==> src/rtl/router_node_pkg.sv <==
// Shared types for the torus router node: the flit layout, the route
// classes and the arbiter source selector.
package router_node_pkg;

    localparam int FLIT_W    = 82;
    localparam int VALID_BIT = 81;
    localparam int DST_X_HI  = 47;
    localparam int DST_X_LO  = 44;
    localparam int DST_Y_HI  = 43;
    localparam int DST_Y_LO  = 40;

    typedef struct packed {
        logic        valid;
        logic [32:0] meta;
        logic [3:0]  dst_x;
        logic [3:0]  dst_y;
        logic [7:0]  src;
        logic [31:0] payload;
    } flit_t;

    typedef enum logic [1:0] {ROUTE_X, ROUTE_Y, ROUTE_EJECT} route_e;

    // Round-robin pointer value: which input wins the next two-way tie.
    typedef enum logic {SRC_X, SRC_Y} src_e;

    // Dimension-order routing: resolve X first, then Y, then eject.
    function automatic route_e route_of(flit_t f, logic [3:0] my_x, logic [3:0] my_y);
        if (f.dst_x != my_x)      return ROUTE_X;
        else if (f.dst_y != my_y) return ROUTE_Y;
        else                      return ROUTE_EJECT;
    endfunction

endpackage

==> src/rtl/router_node_if.sv <==
// Flit links of one router node: the two incoming and two outgoing 82-bit links.
interface router_node_if;
    import router_node_pkg::*;

    logic [FLIT_W-1:0] in_xpos_ser;
    logic [FLIT_W-1:0] in_ypos_ser;
    logic [FLIT_W-1:0] out_xpos_ser;
    logic [FLIT_W-1:0] out_ypos_ser;

    modport master (output in_xpos_ser, output in_ypos_ser,
                    input  out_xpos_ser, input  out_ypos_ser);
    modport slave  (input  in_xpos_ser, input  in_ypos_ser,
                    output out_xpos_ser, output out_ypos_ser);
endinterface

==> src/rtl/router_node_fifo.sv <==
// Per-input flit FIFO; a pop in the same cycle frees the slot a full-FIFO push needs.
module flit_fifo
    import router_node_pkg::*;
#(
    parameter int DEPTH = 4
) (
    input  logic  clk,
    input  logic  rst,
    input  logic  push,
    input  flit_t wr_data,
    input  logic  pop,
    output logic  empty,
    output logic  full,
    output flit_t head
);
    localparam int AW = $clog2(DEPTH);

    logic [AW:0] wr_ptr;
    logic [AW:0] rd_ptr;
    flit_t       mem [DEPTH];
    logic        do_push;
    logic        do_pop;

    assign empty   = (wr_ptr == rd_ptr);
    assign full    = (wr_ptr[AW] != rd_ptr[AW]) && (wr_ptr[AW-1:0] == rd_ptr[AW-1:0]);
    assign do_pop  = pop && !empty;
    assign do_push = push && (!full || do_pop);
    assign head    = mem[rd_ptr[AW-1:0]];

    always_ff @(posedge clk) begin
        if (!rst) begin
            wr_ptr <= '0;
            rd_ptr <= '0;
        end else begin
            if (do_push) wr_ptr <= wr_ptr + 1'b1;
            if (do_pop)  rd_ptr <= rd_ptr + 1'b1;
        end
    end

    // NOTE: storage is left unreset; the pointers alone define what is valid.
    always_ff @(posedge clk) begin
        if (do_push) mem[wr_ptr[AW-1:0]] <= wr_data;
    end

endmodule

==> src/rtl/router_node.sv <==
// 2-D torus router node: +X/+Y inputs buffered per input, dimension-order
// routed, round-robin arbitrated onto registered +X/+Y outputs.
module router_node
    import router_node_pkg::*;
#(
    parameter int X_COORD    = 0,
    parameter int Y_COORD    = 0,
    parameter int FIFO_DEPTH = 4
) (
    input logic          clk,
    input logic          rst,
    router_node_if.slave ports
);
    localparam logic [3:0] MY_X = X_COORD[3:0];
    localparam logic [3:0] MY_Y = Y_COORD[3:0];

    flit_t  x_in, y_in, x_head, y_head;
    logic   x_empty, x_full, y_empty, y_full;
    logic   x_pop, y_pop;
    route_e x_route, y_route;
    logic   xo_req_x, xo_req_y, yo_req_x, yo_req_y;
    logic   xo_gnt_x, xo_gnt_y, yo_gnt_x, yo_gnt_y;
    src_e   xo_ptr, yo_ptr;
    flit_t  out_x_q, out_y_q;

    assign x_in = flit_t'(ports.in_xpos_ser);
    assign y_in = flit_t'(ports.in_ypos_ser);

    flit_fifo #(.DEPTH(FIFO_DEPTH)) u_x_fifo (
        .clk(clk), .rst(rst), .push(x_in.valid), .wr_data(x_in), .pop(x_pop),
        .empty(x_empty), .full(x_full), .head(x_head)
    );

    flit_fifo #(.DEPTH(FIFO_DEPTH)) u_y_fifo (
        .clk(clk), .rst(rst), .push(y_in.valid), .wr_data(y_in), .pop(y_pop),
        .empty(y_empty), .full(y_full), .head(y_head)
    );

    // NOTE: every always_comb output gets a default first so no latch is inferred.
    always_comb begin
        x_route  = route_of(x_head, MY_X, MY_Y);
        y_route  = route_of(y_head, MY_X, MY_Y);
        xo_req_x = !x_empty && (x_route == ROUTE_X);
        xo_req_y = !y_empty && (y_route == ROUTE_X);
        yo_req_x = !x_empty && (x_route == ROUTE_Y);
        yo_req_y = !y_empty && (y_route == ROUTE_Y);

        // The pointer only matters on a tie; a lone requester always wins.
        xo_gnt_x = xo_req_x && (!xo_req_y || xo_ptr == SRC_X);
        xo_gnt_y = xo_req_y && !xo_gnt_x;
        yo_gnt_x = yo_req_x && (!yo_req_y || yo_ptr == SRC_X);
        yo_gnt_y = yo_req_y && !yo_gnt_x;

        x_pop = xo_gnt_x || yo_gnt_x || (!x_empty && x_route == ROUTE_EJECT);
        y_pop = xo_gnt_y || yo_gnt_y || (!y_empty && y_route == ROUTE_EJECT);
    end

    always_ff @(posedge clk) begin
        if (!rst) begin
            out_x_q <= '0;
            out_y_q <= '0;
            xo_ptr  <= SRC_X;
            yo_ptr  <= SRC_X;
        end else begin
            out_x_q <= xo_gnt_x ? x_head : (xo_gnt_y ? y_head : '0);
            out_y_q <= yo_gnt_x ? x_head : (yo_gnt_y ? y_head : '0);
            if (xo_req_x && xo_req_y) xo_ptr <= xo_gnt_x ? SRC_Y : SRC_X;
            if (yo_req_x && yo_req_y) yo_ptr <= yo_gnt_x ? SRC_Y : SRC_X;
        end
    end

    assign ports.out_xpos_ser = out_x_q;
    assign ports.out_ypos_ser = out_y_q;

endmodule

==> src/flat_wrapper.sv <==
// flat-port wrapper written by rule: the top's interface ports become plain ports
module router_node_flat import router_node_pkg::*;
#(
    parameter int X_COORD    = 0,
    parameter int Y_COORD    = 0,
    parameter int FIFO_DEPTH = 4
)
  (clk, rst, ports_in_xpos_ser, ports_in_ypos_ser, ports_out_xpos_ser, ports_out_ypos_ser);
  router_node_if ports_i ();
  input logic clk;
  input logic rst;
  input wire logic [$bits(ports_i.in_xpos_ser)-1:0] ports_in_xpos_ser;
  input wire logic [$bits(ports_i.in_ypos_ser)-1:0] ports_in_ypos_ser;
  output wire logic [$bits(ports_i.out_xpos_ser)-1:0] ports_out_xpos_ser;
  output wire logic [$bits(ports_i.out_ypos_ser)-1:0] ports_out_ypos_ser;
  assign ports_i.in_xpos_ser = ports_in_xpos_ser;
  assign ports_i.in_ypos_ser = ports_in_ypos_ser;
  assign ports_out_xpos_ser = ports_i.out_xpos_ser;
  assign ports_out_ypos_ser = ports_i.out_ypos_ser;
  router_node #(.X_COORD(X_COORD), .Y_COORD(Y_COORD), .FIFO_DEPTH(FIFO_DEPTH)) u_core (.clk(clk), .rst(rst), .ports(ports_i));
endmodule
==> config.mk <==
export PLATFORM = sky130hd
export DESIGN_NAME = router_node_flat
export DESIGN_NICKNAME = d
export VERILOG_FILES = /design/src/rtl/router_node_pkg.sv /design/src/rtl/router_node_if.sv /design/src/rtl/router_node_fifo.sv /design/src/rtl/router_node.sv /design/src/flat_wrapper.sv
export SDC_FILE = /design/constraint.sdc
export NUM_CORES = 1
export LEC_CHECK = 0
export ABC_AREA = 1
export CAP_MARGIN = 30
export CORE_ASPECT_RATIO = 2
export CORE_MARGIN = 1.5
export CORE_UTILIZATION = 51
export CTS_CLUSTER_DIAMETER = 100
export DETAILED_ROUTE_END_ITERATION = 10
export GPL_ROUTABILITY_DRIVEN = 0
export PLACE_DENSITY_LB_ADDON = 0.1
export SLEW_MARGIN = 20
export SYNTH_ARGS = -nofsm -noshare
export SYNTH_HDL_FRONTEND = slang
export SYNTH_HIERARCHICAL = 1
export SYNTH_SLANG_ARGS = --single-unit
==> constraint.sdc <==
create_clock -name clk -period 6.08 [get_ports clk]
set_input_delay 1.216 -clock clk [delete_from_list [all_inputs] [get_ports clk]]
set_output_delay 1.216 -clock clk [all_outputs]
set_load 0.005 [all_outputs]
==> reports/results.txt <==
leak pwr -> 12.6 nW
PD cells -> 424 nW/um2
Die Area -> 62700 um2
hold crit path type -> reg -> reg
die height -> 353 um
WL/cell -> 24.6 um
cts bufs inserted -> 72
initial drt markers -> 1896
antenna violations before repair -> 13
number of global-route vias before repair -> 21.2k
Comb power frac -> 27.5%
# rows -> 128
maximum fanout along the worst path -> 77
Worst-Skew Late Latency -> 610 ps
final hold slack -> 519 ps
CP top delay family -> simple AND/OR/NAND/NOR gates
Yosys warning count -> 6
# DRC -> 0
Slowest cell on crit path -> dfxtp_4
die width -> 178 um
first-pass GRT wire length -> 130000 um
clock period minus worst slack -> 5430 ps
Via Count -> 21.2k
clk slew on worst S/H paths -> 70 ps
Final nets -> 2932
# IOs -> 330
final setup vio count -> 0
multi-input logic area -> 6950 um2
Buffers on Ports -> 329
Slew headroom -> 31.9%
max-cap violation count -> 0
RSZ-0062 raised after global routing -> no
GRT Total Usage -> 28.3%
Worst setup EP type -> register
post-CTS setup buffers -> 0
Starting Density -> 51.3%
crit share post-route -> 89.4%
core footprint -> 60700 um2
switching part of the total power -> 32.7%
critical path, cell by cell -> inv_6 > o21ai_1 > o22ai_1 > nor2_1 > a21oi_4 > nand2_1 > nand2_4 > o311ai_0 > dlymetal6s2s_1 > inv_1 > nand4_2 > nand2_2 > nor2_4 > buf_4
Syn Area/Cell -> 12.6 um2
Reg power frac -> 42.9%
Finished Layout Cells -> 3600
WL final -> 88400 um
Fin. Hold Viols -> 0
clock tree buffer depth -> 3
Seq. cell area -> 23400 um2
vias per cell -> 5.90
fin area -> 37700 um2
Switch Pwr -> 0.00524 W
P_int -> 0.0108 W
largest net degree at the start of global routing -> 91
Startpoint Class -> register
crit path buf inv count -> 4
synthesized instance count -> 2473
clock skew -> 15.5 ps
ANT nets after route -> 0
Fmax achieved -> 0.184 GHz
min-delay src -> u_core/u_x_fifo/rd_ptr[2]
Post-Syn Area -> 31200 um2
GRT overflow -> 0
Least-Margin Pin Slew -> 1020 ps
Post-CTS Resized -> 0
status -> complete, no violations
CTS root buf -> clkbuf_16
CP arrival -> 5660 ps
post-placement cell count -> 3459
hpwl dp -> 56400 um
Worst EP required -> 6310 ps
maximum VDD drop -> 0.307 mV
Final Max Tran Viols -> 0
Area after DPL -> 35200 um2
CTS tree -> yes
TritonCTS Sinks -> 838
area delta synth->final -> 21.1%
fillers -> 4622
Max stage delay on crit path -> 890 ps
layout cells sized above 1 -> 7.63%
number of hold buffers added after cts -> 0
H-Tree Depth -> 3
Clock Power Share -> 29.6%
first-pass detailed-route iteration total -> 5
WS Path Type -> reg -> reg
-- power by group through the flow --
| stage | Clock [W] | Combinational (W) | Sequential [W] |
|---|---|---|---|
| floorplan | 0 | 0.00259 | 0.00689 |
| global placement | 0 | 0.00421 | 0.00698 |
| detailed placement | 0 | 0.00433 | 0.00699 |
| CTS | 0.00480 | 0.00435 | 0.00687 |
| global route | 0.00501 | 0.00473 | 0.00690 |
| finish | 0.00473 | 0.00441 | 0.00687 |
-- stage by stage --
step / worst slack, ps / TNS [ps] / util [%] / power, W
global placement: 700 / 0 / 57.8 / 0.0112
floorplan: -167 / -94100 / - / 0.00948
finish: 647 / 0 / 62.2 / 0.0160
CTS: 605 / 0 / 62.1 / 0.0160
detailed placement: 632 / 0 / 58.0 / 0.0113
global route: 327 / 0 / 62.2 / 0.0166
-- metal layers --
layer	global-route usage, %	wire length, um
met3	5.41	6570
met2	50.0	45700
met5	0	88
met1	32.8	31900
met4	13.2	4150
-- area by class of cell --
cell class                 instances  share of cell area [%]
clock inverter                    29                   0.716
antenna                            4                  0.0265
timing repair buffer             379                    10.1
clock buffer                     105                    5.79
tap                              780                    2.59
multi-input combinational       1422                    18.4
sequential                       838                    61.9
inverter                          43                   0.478
-- registers in the layout, summed over array words and instances (netlist names), named ones only --
| name | flops |
|---|---|
| u_core/u_y_fifo/mem | 328 |
| u_core/xo_ptr | 1 |
| u_core/u_x_fifo/rd_ptr | 3 |
| u_core/u_y_fifo/rd_ptr | 3 |
| u_core/yo_ptr | 1 |
| u_core/u_x_fifo/mem | 328 |
| u_core/u_x_fifo/wr_ptr | 3 |
| u_core/ports.out_ypos_ser | 82 |
| u_core/u_y_fifo/wr_ptr | 3 |
| u_core/ports.out_xpos_ser | 82 |
-- path summary, 6_finish.rpt --
path | to | slack [ps] | depth (start not counted)
worst max register to register | u_core/u_x_fifo/mem[0][36] | 650 | 14
worst min-delay path | u_core/u_x_fifo/rd_ptr[2] | 520 | 2
worst max-delay path | u_core/u_x_fifo/mem[0][36] | 650 | 14
worst min register to register | u_core/u_x_fifo/rd_ptr[2] | 520 | 2
-- cells in the final DEF (no fill, tap or decap), drive strengths merged --
cell type	count
o22ai	164
dlymetal6s2s	1
edfxtp	656
xor2	4
buf	49
conb	4
inv	43
dfxtp	182
ha	10
o21ai	331
nand4	2
nor2	357
clkdlybuf4s50	329
bufinv	5
clkinv	24
nand2	200
a21oi	172
nand3	175
xnor2	2
diode	4
clkbuf	105
o311ai	1
-- worst reg2reg max path: stages (launching register included) --
cell            delay, ps
dfxtp_4               890
inv_6                 440
o21ai_1               250
o22ai_1               110
nor2_1                300
a21oi_4               110
nand2_1               110
nand2_4               210
o311ai_0              220
dlymetal6s2s_1        250
inv_1                  80
nand4_2               140
nand2_2               190
nor2_4                780
buf_4                 820
Power figures use the tool's default switching activity.
==> RTL change (same settings) <==
Make the reset (`rst`) asynchronous in 2 clocked blocks.
--- a/src/rtl/router_node_fifo.sv
+++ b/src/rtl/router_node_fifo.sv
@@ -29,3 +29,3 @@
 
-    always_ff @(posedge clk) begin
+    always_ff @(posedge clk or negedge rst) begin
         if (!rst) begin
--- a/src/rtl/router_node.sv
+++ b/src/rtl/router_node.sv
@@ -57,3 +57,3 @@
 
-    always_ff @(posedge clk) begin
+    always_ff @(posedge clk or negedge rst) begin
         if (!rst) begin
Behaviour: differs if rst is asserted again (counterexample within 4 cycles, from zero or initial values and one cycle with rst low); with rst held inactive, the same outputs for 4 cycles.
==> RTL change against the unedited design <==
Via count decreased by 2.0%. Sequential cell count decreased by 4. Area after synthesis increased by 2.0%. Worst setup slack improved by 0.59 ns. First-iteration DRC count decreased by 7.8%. Design area increased by 0.88%. Die area increased by 2.0%. Total power increased by 30%. Core utilization decreased by 0.43 points. Sequential share of layout area increased by 1.6 points. Sequential power increased by 22%. Maximum frequency increased by 12%. Routed wire length decreased by 4.2%. Critical endpoint is now u_core/u_y_fifo/mem[3][17]. Largest power group unchanged.
==> RTL change: results (changes against the unedited design) <==
| Metric | Value |
|---|---|
| Status | complete, no violations |
| Placed insts | 3446 (-0.38%) |
| Met2 WL | 44500 microns (-2.6%) |
| Vias | 20800 (-2.0%) |
| CTS Buf Count | 70 (-2.8%) |
| Pre-CTS WS | 1.21 ns (+0.578 ns) |
| First-pass GRT wire length | 127000 microns (-2.5%) |
| Largest net degree at the start of global routing | 114 (+25%) |
| Global Route Usage Sum | 26.4% (-1.9 points) |
| Area of the multi-input gates | 6690 sq um (-3.7%) |
| Initial drt markers | 1748 (-7.8%) |
| Worst stage delay on the critical path | 0.80 ns (-0.09 ns) |
| Met3 wire len | 5750 microns (-13%) |
| CP max FO | 49 (-36%) |
| Detailed Place HPWL | 52900 microns (-6.1%) |
| Worst min-delay path category | reg2reg |
| Total Nets Final | 2909 (-0.78%) |
| # fillers | 4768 (+3.2%) |
| CP max-delay cell | dfrtp_4 |
| Final setup skew | 0.0176 ns (+0.00207 ns) |
| Post-layout instance count excluding filler cells | 3574 (-0.72%) |
| Placed cell area | 35700 sq um (+1.5%) |
| Worst slew margin | 32.4% (+0.52 points) |
| Worst ir drop on vdd | 0.000533 V (+74%) |
| Met1 WL | 31300 microns (-1.7%) |
| Routing usage on met1 | 31.8% (-0.98 points) |
| Routed WL per cell | 23.7 microns (-3.5%) |
| Layout cells sized above 1 | 6.46% (-1.2 points) |
==> RTL change: worst paths after layout <==
kind	startpoint	endpoint	slack (ns)	cells after the start
worst max-delay path	u_core/u_y_fifo/rd_ptr[1]	u_core/u_y_fifo/mem[3][17]	1.23	15
worst min-delay path	u_core/xo_ptr	u_core/xo_ptr	0.55	2
worst max register to register	u_core/u_y_fifo/rd_ptr[1]	u_core/u_y_fifo/mem[3][17]	1.23	15
worst min register to register	u_core/xo_ptr	u_core/xo_ptr	0.55	2
max in group asynchronous	rst	u_core/u_x_fifo/rd_ptr[1]	4.22	2
min in group asynchronous	rst	u_core/ports.out_ypos_ser[47]	0.67	1
==> RTL change: final cells by class <==
type / count / share of cell area [%]
Tap cell: 786 / 2.58
Antenna cell: 3 / 0.0197
Clock buffer: 95 / 5.24
Timing Repair Buffer: 372 / 9.93
Clock inverter: 29 / 0.759
Sequential cell: 834 / 63.5
Inverter: 37 / 0.401
Multi-Input combinational cell: 1418 / 17.6
==> RTL change: per-stage QoR <==
step	total power, W	hold slack, ns
floorplan	0.0130	0.486
detailed placement	0.0164	0.533
finish	0.0208	0.552
global route	0.0220	0.589
CTS	0.0209	0.549
global placement	0.0161	0.517
==> RTL change: tightest hold or removal path: stages, from the launching register on <==
cell and delay, ns:
dfrtp_1 0.38, nand2_1 0.06, o21ai_0 0.07
==> RTL change: power by group <==
group / switching (W) / internal, W
registers: 0.000616 / 0.00778
logic: 0.00532 / 0.00262
clock network: 0.00195 / 0.00256
total: 0.00789 / 0.0130
